==> config.mk <==
export PLATFORM = sky130hd
export DESIGN_NAME = mod_bus_ctrl
export DESIGN_NICKNAME = d
export VERILOG_FILES = /design/src/rtl/mod_bus_ctrl.sv
export SDC_FILE = /design/constraint.sdc
export NUM_CORES = 1
export LEC_CHECK = 0
export ABC_AREA = 1
export ABC_CLOCK_PERIOD_IN_PS = 1590
export CORE_AREA = 5 5 163 165
export DETAILED_ROUTE_END_ITERATION = 10
export DIE_AREA = 0 0 168 170
export PLACE_DENSITY = 0.69
export SYNTH_ARGS = -nofsm -noshare
export SYNTH_HDL_FRONTEND = slang
export SYNTH_SLANG_ARGS = --single-unit
==> constraint.sdc <==
create_clock -name clk -period 1.59 [get_ports clk]
set_input_delay 0.318 -clock clk [delete_from_list [all_inputs] [get_ports clk]]
set_output_delay 0.318 -clock clk [all_outputs]
set_load 0.01 [all_outputs]
==> src/rtl/mod_bus_ctrl.sv <==
// mod_bus_ctrl: CPU-side memory bus controller in front of ROM, data RAM and IO.
// Decodes instruction and data addresses and drives registered slave enables.
// Sequences the 1-cycle synchronous ROM/RAM read and the variable-latency IO handshake.
// Returns data to the CPU with valid pulses and stalls the CPU via cpu_busy.
//
// Optional feature macro: BUS_CTRL_ERRADDR_EN adds err_addr[31:0], the last faulting address.
//
// Ports:
//   clk, rst                      clock; asynchronous active-low reset
//   cpu_ireq/cpu_iaddr            instruction fetch request and address
//   cpu_dreq/cpu_daddr/cpu_drw    data request, address, 1=write
//   cpu_din                       write data
//   cpu_busy                      access in flight
//   cpu_ivalid/cpu_iout           fetch-complete pulse and instruction
//   cpu_dvalid/cpu_dout           data-complete pulse and read data (0 on writes/faults)
//   bus_err                       fault pulse, coincident with the faulting valid
//   err_addr                      faulting address (BUS_CTRL_ERRADDR_EN only)
//   slv_iaddr/daddr/din/drw       combinational copies of the CPU request fields
//   rom_ie/rom_de/ram_ie/ram_de/io_de   registered slave enables
//   rom_iout/rom_dout/ram_iout/ram_dout/io_dout   slave read data
//   io_ready                      IO slave completes its access this cycle
module mod_bus_ctrl #(
  parameter logic [31:0] ROM_BASE   = 32'h0000_0000,
  parameter int unsigned ROM_AW     = 11,
  parameter logic [31:0] RAM_BASE   = 32'h1000_0000,
  parameter int unsigned RAM_AW     = 14,
  parameter logic [31:0] IO_BASE    = 32'hF000_0000,
  parameter int unsigned IO_AW      = 16,
  parameter int unsigned IO_TIMEOUT = 255
) (
  input  logic        clk,
  input  logic        rst,
  input  logic        cpu_ireq,
  input  logic [31:0] cpu_iaddr,
  input  logic        cpu_dreq,
  input  logic [31:0] cpu_daddr,
  input  logic        cpu_drw,
  input  logic [31:0] cpu_din,
  output logic        cpu_busy,
  output logic        cpu_ivalid,
  output logic [31:0] cpu_iout,
  output logic        cpu_dvalid,
  output logic [31:0] cpu_dout,
  output logic        bus_err,
`ifdef BUS_CTRL_ERRADDR_EN
  output logic [31:0] err_addr,
`endif
  output logic [31:0] slv_iaddr,
  output logic [31:0] slv_daddr,
  output logic [31:0] slv_din,
  output logic        slv_drw,
  output logic        rom_ie,
  output logic        rom_de,
  output logic        ram_ie,
  output logic        ram_de,
  output logic        io_de,
  input  logic [31:0] rom_iout,
  input  logic [31:0] rom_dout,
  input  logic [31:0] ram_iout,
  input  logic [31:0] ram_dout,
  input  logic [31:0] io_dout,
  input  logic        io_ready
);

  localparam int unsigned     CNT_W       = 8;
  localparam logic [CNT_W-1:0] TIMEOUT_CNT = CNT_W'(IO_TIMEOUT);

  typedef enum logic [1:0] {ST_IDLE, ST_MEM, ST_IO_WAIT} state_t;

  state_t           r_state, w_state_nxt;
  logic             r_ireq, r_dreq, r_drw;
  logic             w_ireq_nxt, w_dreq_nxt, w_drw_nxt;
  logic [CNT_W-1:0] r_cnt, w_cnt_nxt, w_cnt_inc;
  logic             w_busy_nxt, w_ivalid_nxt, w_dvalid_nxt, w_err_nxt;
  logic [31:0]      w_iout_nxt, w_dout_nxt;
  logic             w_rom_ie_nxt, w_rom_de_nxt, w_ram_ie_nxt, w_ram_de_nxt, w_io_de_nxt;
  logic             w_i_rom_hit, w_i_ram_hit, w_d_rom_hit, w_d_ram_hit, w_d_io_hit;
  logic             w_i_flt, w_d_flt;

  // Slave-side request fields are straight copies
  assign slv_iaddr = cpu_iaddr;
  assign slv_daddr = cpu_daddr;
  assign slv_din   = cpu_din;
  assign slv_drw   = cpu_drw;

  // Region decode on the address bits above each region's size
  assign w_i_rom_hit = (cpu_iaddr >> ROM_AW) == (ROM_BASE >> ROM_AW);
  assign w_i_ram_hit = (cpu_iaddr >> RAM_AW) == (RAM_BASE >> RAM_AW);
  assign w_d_rom_hit = (cpu_daddr >> ROM_AW) == (ROM_BASE >> ROM_AW);
  assign w_d_ram_hit = (cpu_daddr >> RAM_AW) == (RAM_BASE >> RAM_AW);
  assign w_d_io_hit  = (cpu_daddr >> IO_AW)  == (IO_BASE  >> IO_AW);

  // In MEM the registered enables double as the latched decode: a request with no enable faulted
  assign w_i_flt   = r_ireq && !(rom_ie || ram_ie);
  assign w_d_flt   = r_dreq && !(rom_de || ram_de || io_de);
  assign w_cnt_inc = r_cnt + CNT_W'(1);

  // Next-state and next-output logic
  always_comb begin
    w_state_nxt  = r_state;
    w_ireq_nxt   = r_ireq;
    w_dreq_nxt   = r_dreq;
    w_drw_nxt    = r_drw;
    w_cnt_nxt    = r_cnt;
    w_busy_nxt   = cpu_busy;
    w_ivalid_nxt = 1'b0;
    w_dvalid_nxt = 1'b0;
    w_err_nxt    = 1'b0;
    w_iout_nxt   = cpu_iout;
    w_dout_nxt   = cpu_dout;
    w_rom_ie_nxt = rom_ie;
    w_rom_de_nxt = rom_de;
    w_ram_ie_nxt = ram_ie;
    w_ram_de_nxt = ram_de;
    w_io_de_nxt  = io_de;
    unique case (r_state)
      ST_IDLE: begin
        if (cpu_ireq || cpu_dreq) begin
          w_ireq_nxt   = cpu_ireq;
          w_dreq_nxt   = cpu_dreq;
          w_drw_nxt    = cpu_drw;
          w_rom_ie_nxt = cpu_ireq && w_i_rom_hit;
          w_ram_ie_nxt = cpu_ireq && w_i_ram_hit;
          // ROM is read-only: a ROM write gets no enable and faults
          w_rom_de_nxt = cpu_dreq && w_d_rom_hit && !cpu_drw;
          w_ram_de_nxt = cpu_dreq && w_d_ram_hit;
          w_io_de_nxt  = cpu_dreq && w_d_io_hit;
          w_cnt_nxt    = '0;
          w_busy_nxt   = 1'b1;
          w_state_nxt  = ST_MEM;
        end
      end
      ST_MEM: begin
        w_rom_ie_nxt = 1'b0;
        w_ram_ie_nxt = 1'b0;
        w_rom_de_nxt = 1'b0;
        w_ram_de_nxt = 1'b0;
        if (r_ireq) begin
          w_ivalid_nxt = 1'b1;
          w_iout_nxt   = rom_ie ? rom_iout : (ram_ie ? ram_iout : '0);
          w_err_nxt    = w_i_flt;
        end
        if (io_de) begin
          // Fetch completes now; data completion deferred to the IO handshake
          w_state_nxt = ST_IO_WAIT;
        end else begin
          w_busy_nxt  = 1'b0;
          w_state_nxt = ST_IDLE;
          if (r_dreq) begin
            w_dvalid_nxt = 1'b1;
            w_dout_nxt   = r_drw ? '0 : (rom_de ? rom_dout : (ram_de ? ram_dout : '0));
            w_err_nxt    = w_i_flt || w_d_flt;
          end
        end
      end
      ST_IO_WAIT: begin
        w_cnt_nxt = w_cnt_inc;
        if (io_ready) begin
          w_dvalid_nxt = 1'b1;
          w_dout_nxt   = r_drw ? '0 : io_dout;
          w_io_de_nxt  = 1'b0;
          w_busy_nxt   = 1'b0;
          w_state_nxt  = ST_IDLE;
        end else if (w_cnt_inc == TIMEOUT_CNT) begin
          w_dvalid_nxt = 1'b1;
          w_err_nxt    = 1'b1;
          w_dout_nxt   = '0;
          w_io_de_nxt  = 1'b0;
          w_busy_nxt   = 1'b0;
          w_state_nxt  = ST_IDLE;
        end
      end
      default: w_state_nxt = ST_IDLE;
    endcase
  end

  // State and output registers
  always_ff @(posedge clk or negedge rst) begin
    if (!rst) begin
      r_state    <= ST_IDLE;
      r_ireq     <= 1'b0;
      r_dreq     <= 1'b0;
      r_drw      <= 1'b0;
      r_cnt      <= '0;
      cpu_busy   <= 1'b0;
      cpu_ivalid <= 1'b0;
      cpu_dvalid <= 1'b0;
      bus_err    <= 1'b0;
      cpu_iout   <= '0;
      cpu_dout   <= '0;
      rom_ie     <= 1'b0;
      rom_de     <= 1'b0;
      ram_ie     <= 1'b0;
      ram_de     <= 1'b0;
      io_de      <= 1'b0;
    end else begin
      r_state    <= w_state_nxt;
      r_ireq     <= w_ireq_nxt;
      r_dreq     <= w_dreq_nxt;
      r_drw      <= w_drw_nxt;
      r_cnt      <= w_cnt_nxt;
      cpu_busy   <= w_busy_nxt;
      cpu_ivalid <= w_ivalid_nxt;
      cpu_dvalid <= w_dvalid_nxt;
      bus_err    <= w_err_nxt;
      cpu_iout   <= w_iout_nxt;
      cpu_dout   <= w_dout_nxt;
      rom_ie     <= w_rom_ie_nxt;
      rom_de     <= w_rom_de_nxt;
      ram_ie     <= w_ram_ie_nxt;
      ram_de     <= w_ram_de_nxt;
      io_de      <= w_io_de_nxt;
    end
  end

`ifdef BUS_CTRL_ERRADDR_EN
  logic [31:0] w_err_addr_nxt;

  // Data fault takes precedence; in IO_WAIT the only fault is a data timeout
  always_comb begin
    w_err_addr_nxt = err_addr;
    if (w_err_nxt) begin
      w_err_addr_nxt = ((r_state == ST_MEM) && !w_d_flt) ? cpu_iaddr : cpu_daddr;
    end
  end

  always_ff @(posedge clk or negedge rst) begin
    if (!rst) begin
      err_addr <= '0;
    end else begin
      err_addr <= w_err_addr_nxt;
    end
  end
`endif

endmodule

==> results.yml <==
setup_path:
  worstPathCellList: "ha_2 -> nand2_2 -> inv_2 -> nor2_4 -> nand3_2 -> nor2_4 -> nand3_4 -> buf_4 -> buf_6 -> buf_6 -> nand2_2 -> nand2_1 -> a21oi_2"
  crit_path_top_delay_cell: "dfrtp_1"
  worst-r2r-cell-count: 13
  crit_start: "r_cnt[0]$_DFFE_PN0P_"
  crit-reg2reg-launch: "r_cnt[0]$_DFFE_PN0P_"
  critPathBufInv: 4
  cp_delay_by_family_top: "simple AND/OR/NAND/NOR gates"
  critical_path_class: "reg2reg"
  reg2reg_setup_slack_ps: -230
  worst-path-stages: 13
  worst_path_largest_cell_delay_ps: 380
  worst-path-max-fanout: 3
  critPathArrivalTime_ps: 2090
  crit_path_start_kind: "flop"
  crit-reg2reg-capture: "cpu_dvalid$_DFF_PN0_"
  cp_capture_type: "flop"
  required_ps: 1860
  crit_path_end: "cpu_dvalid$_DFF_PN0_"
route:
  avgRoutedWirePerCell_um: 18.57
  detail_route.first_pass.iterations: 5
  avgViaCountPerCell: 4.789
  detail_route.wirelength_um: 25310
  drc: 0
  vias: 6527
  postRouteAntennaNets: 0
  drt_iter0_drc: 505
sta:
  timing.final.ws_setup_ps: -230.2
  worst_slew_margin_rel: 0.6589
  grt_setup_unrepaired: "true"
  timing.final.crit_period_ps: 1820
  worst_pin_slew_ps: 511.6
  fmax_ghz: 0.5494
  fin_hold_ws_ps: 18.41
  final.period_utilization: 1.145
  timing_hold_violations_final: 0
  finClkSkew_ps: 9.082
  maxSlewViolCount: 0
  report.final.setup_viol: 54
synth:
  netlist.area_leader.share: 0.3799
  share_of_the_synthesized_area_in_compound_gates_ao_oa_aoi_oai: 0.1522
  post_synth_instance_area_um2: 5665
  syn-mean-instance-area_um2: 7.534
  ys_seq_area_frac: 0.3799
  ys_seq_elements: 86
  mappedNetlistNets: 1019
  synth_largest_area_cell: "dfrtp_1"
  synth-warning-count: 0
  yosys-top-cells-area: "dfrtp_1, buf_4, a21oi_1, nand2_1, nand3_1"
  synth_xor_xnor_area_share: 0
  synth_simple_gate_area_frac: 0.2659
  dominant_combinational_cell_family_by_area_after_synthesis: "simple AND/OR/NAND/NOR gates"
  synth-adder-area-share: 0.01104
  synthCells: 752
  post_synth_num_cell_types: 31
  synth.mux.area_fraction: 0.001988
cells_and_area:
  final_cell_mix: "clkdlybuf4s50_1, nand2_1, dfrtp_1"
  layout.nets: 1297
  mostFrequentLayoutCell: "clkdlybuf4s50_1"
  layout.cells.non_filler: 1363
  area_growth_syn_to_layout_pct: 82.27
  drive_above_1_share: 0.2410
  antenna_fix_cells: 0
  fillers: 2457
grt:
  grt_first_pass_wirelength_um: 36870
  initial_antenna_violation_count: 0
  globalRouteMet3Util: 0.04413
  first_global_vias: 6616
  groute.layer.met1.usage: 0.1948
  grt_util_all_layers: 0.1608
  met2_usage: 0.2745
  remaining_global_route_overflow: 0
  largest_net_degree_at_the_start_of_global_routing: 87
  grt_busiest_layer: "met2"
clock_tree:
  cts_hold_buffers_added: 0
  insertion_delay_ps: 340
  cts_buffer_depth: 2
  cts-htree-levels: 3
  path_clk_slew_ps: 70
  clk_root_buffer_cell: "clkbuf_16"
  clock-sinks: 86
  cts_tree: "built"
  cts_made_buffers: 9
pwr:
  seqPwrFrac: 0.273
  power.share.switching: 0.3718
  total_leakage_power_nw: 4.706
  totalPowerFinal_mw: 11.58
  worst_ir_drop_vdd_v: 0.0005003
  comb_power_share: 0.516
  internal_power_component_mw: 7.273
  total_switching_power_mw: 4.306
  p_clk_frac: 0.212
  power_density_nw_per_um2: 1121
floorplanning:
  die_x_um: 168
  core_area_um2: 24890
  io_pins: 432
  initial_core_util: 0.2276
  die_area_um2: 28560
  floorplan.rows: 58
  vertical_die_dimension_um: 170
outcome:
  failed_checks: "negative setup slack"
  outcome: "finished, violations left"
place:
  dp.cells: 1327
  dp_hpwl_um: 17650
  gp_routability_congestion: 0.8050
  numPortBuffers: 323
worst_hold_path:
  worst_min_path_class: "in2async"
job:
  max_capacitance_violation_total: 0
worst register-to-register path, stage by stage (launching register included):
cell and delay [ps]:
dfrtp_1 380, ha_2 210, nand2_2 80, inv_2 50, nor2_4 90, nand3_2 100
nor2_4 150, nand3_4 90, buf_4 140, buf_6 100, buf_6 100, nand2_2 50
nand2_1 60, a21oi_2 150
synth_stat cells (all sizes together):
library cell / n
o21bai: 1
buf: 115
a211oi: 32
or3: 2
o31ai: 2
dfrtp: 86
nor3: 7
inv: 28
nor4: 3
clkbuf: 34
nor3b: 1
or2: 3
o22ai: 4
a21oi: 98
ha: 5
nor2: 89
nand3: 76
nand4: 38
mux2: 1
nand2: 111
o21ai: 16
power groups by stage:
stage	clock network [mW]	registers [mW]	logic, mW
3_3_place_gp	0	3.01	4.51
5_1_grt	2.60	3.21	6.38
3_5_place_dp	0	3.03	4.56
4_1_cts	2.54	2.98	4.80
2_1_floorplan	0	3.22	1.94
6_report	2.45	3.16	5.97
state kept, by name (all words and copies together), names as in the netlist:
signal and count:
r_state 2, r_cnt 8, r_ireq 1, cpu_busy 1, cpu_dout 32, rom_ie 1, cpu_dvalid 1, r_dreq 1
io_de 1, bus_err 1, ram_de 1, cpu_ivalid 1, cpu_iout 32, ram_ie 1, r_drw 1, rom_de 1
routing by layer:
layer | part of all wire | vias up
met3 | 0.077 | 54
li1 | - | 3014
met2 | 0.50 | 306
met5 | 0.0013 | -
met4 | 0.030 | 2
met1 | 0.39 | 3151
area by class of cell:
cell class | count | area, um2 | area share
Clock buffer | 9 | 225.2 | 0.02181
Clock inverter | 5 | 100.1 | 0.009693
Inverter | 28 | 113.9 | 0.01103
Multi-Input combinational cell | 489 | 3123 | 0.3024
Sequential cell | 86 | 2155 | 0.2087
Tap cell | 330 | 412.9 | 0.03999
Timing Repair Buffer | 416 | 4197 | 0.4064
repair_timing:
action,CTS,global route
pin swaps,4,20
setup buffers,8,12
resized for setup,108,161
cloned,1,5
endpoints found under the setup margin,159,106
stage by stage:
| stage | area [um2] | TNS [ps] | utilization | worst slack (ps) |
|---|---|---|---|---|
| 5_1_grt | 10330 | -14060 | 0.4148 | -343.2 |
| 2_1_floorplan | 5867 | -3697 | - | -121.0 |
| 4_1_cts | 9608 | -7636 | 0.3860 | -223.3 |
| 3_5_place_dp | 9175 | -17310 | 0.3686 | -296.5 |
| 6_report | 10330 | -7247 | 0.4148 | -230.2 |
| 3_3_place_gp | 9175 | -15930 | 0.3686 | -270.3 |
cells by family (layout without fill, tap and decap cells):
| logic type | count (synthesis) | count (layout) |
|---|---|---|
| AOI/OAI and AO/OA | 153 | 153 |
| muxes | 1 | 1 |
| and+or+nand+nor | 330 | 330 |
| DFF | 86 | 86 |
| buffers and inverters | 177 | 458 |
| adders and majority gates | 5 | 5 |
worst min-delay path by stage:
| stage | from | to | slack [ps] | cells after the start |
|---|---|---|---|---|
| 2_1_floorplan | rst | bus_err$_DFF_PN0_ | 20 | 0 |
| 3_3_place_gp | rst | cpu_iout[6]$_DFFE_PN0P_ | 410 | 2 |
| 3_5_place_dp | rst | cpu_iout[9]$_DFFE_PN0P_ | 410 | 2 |
| 4_1_cts | rst | cpu_iout[9]$_DFFE_PN0P_ | 40 | 2 |
| 5_1_grt | rst | cpu_iout[9]$_DFFE_PN0P_ | 60 | 2 |
| 6_report | rst | cpu_iout[9]$_DFFE_PN0P_ | 20 | 2 |
Note: power is estimated with default switching activity, not from simulation.
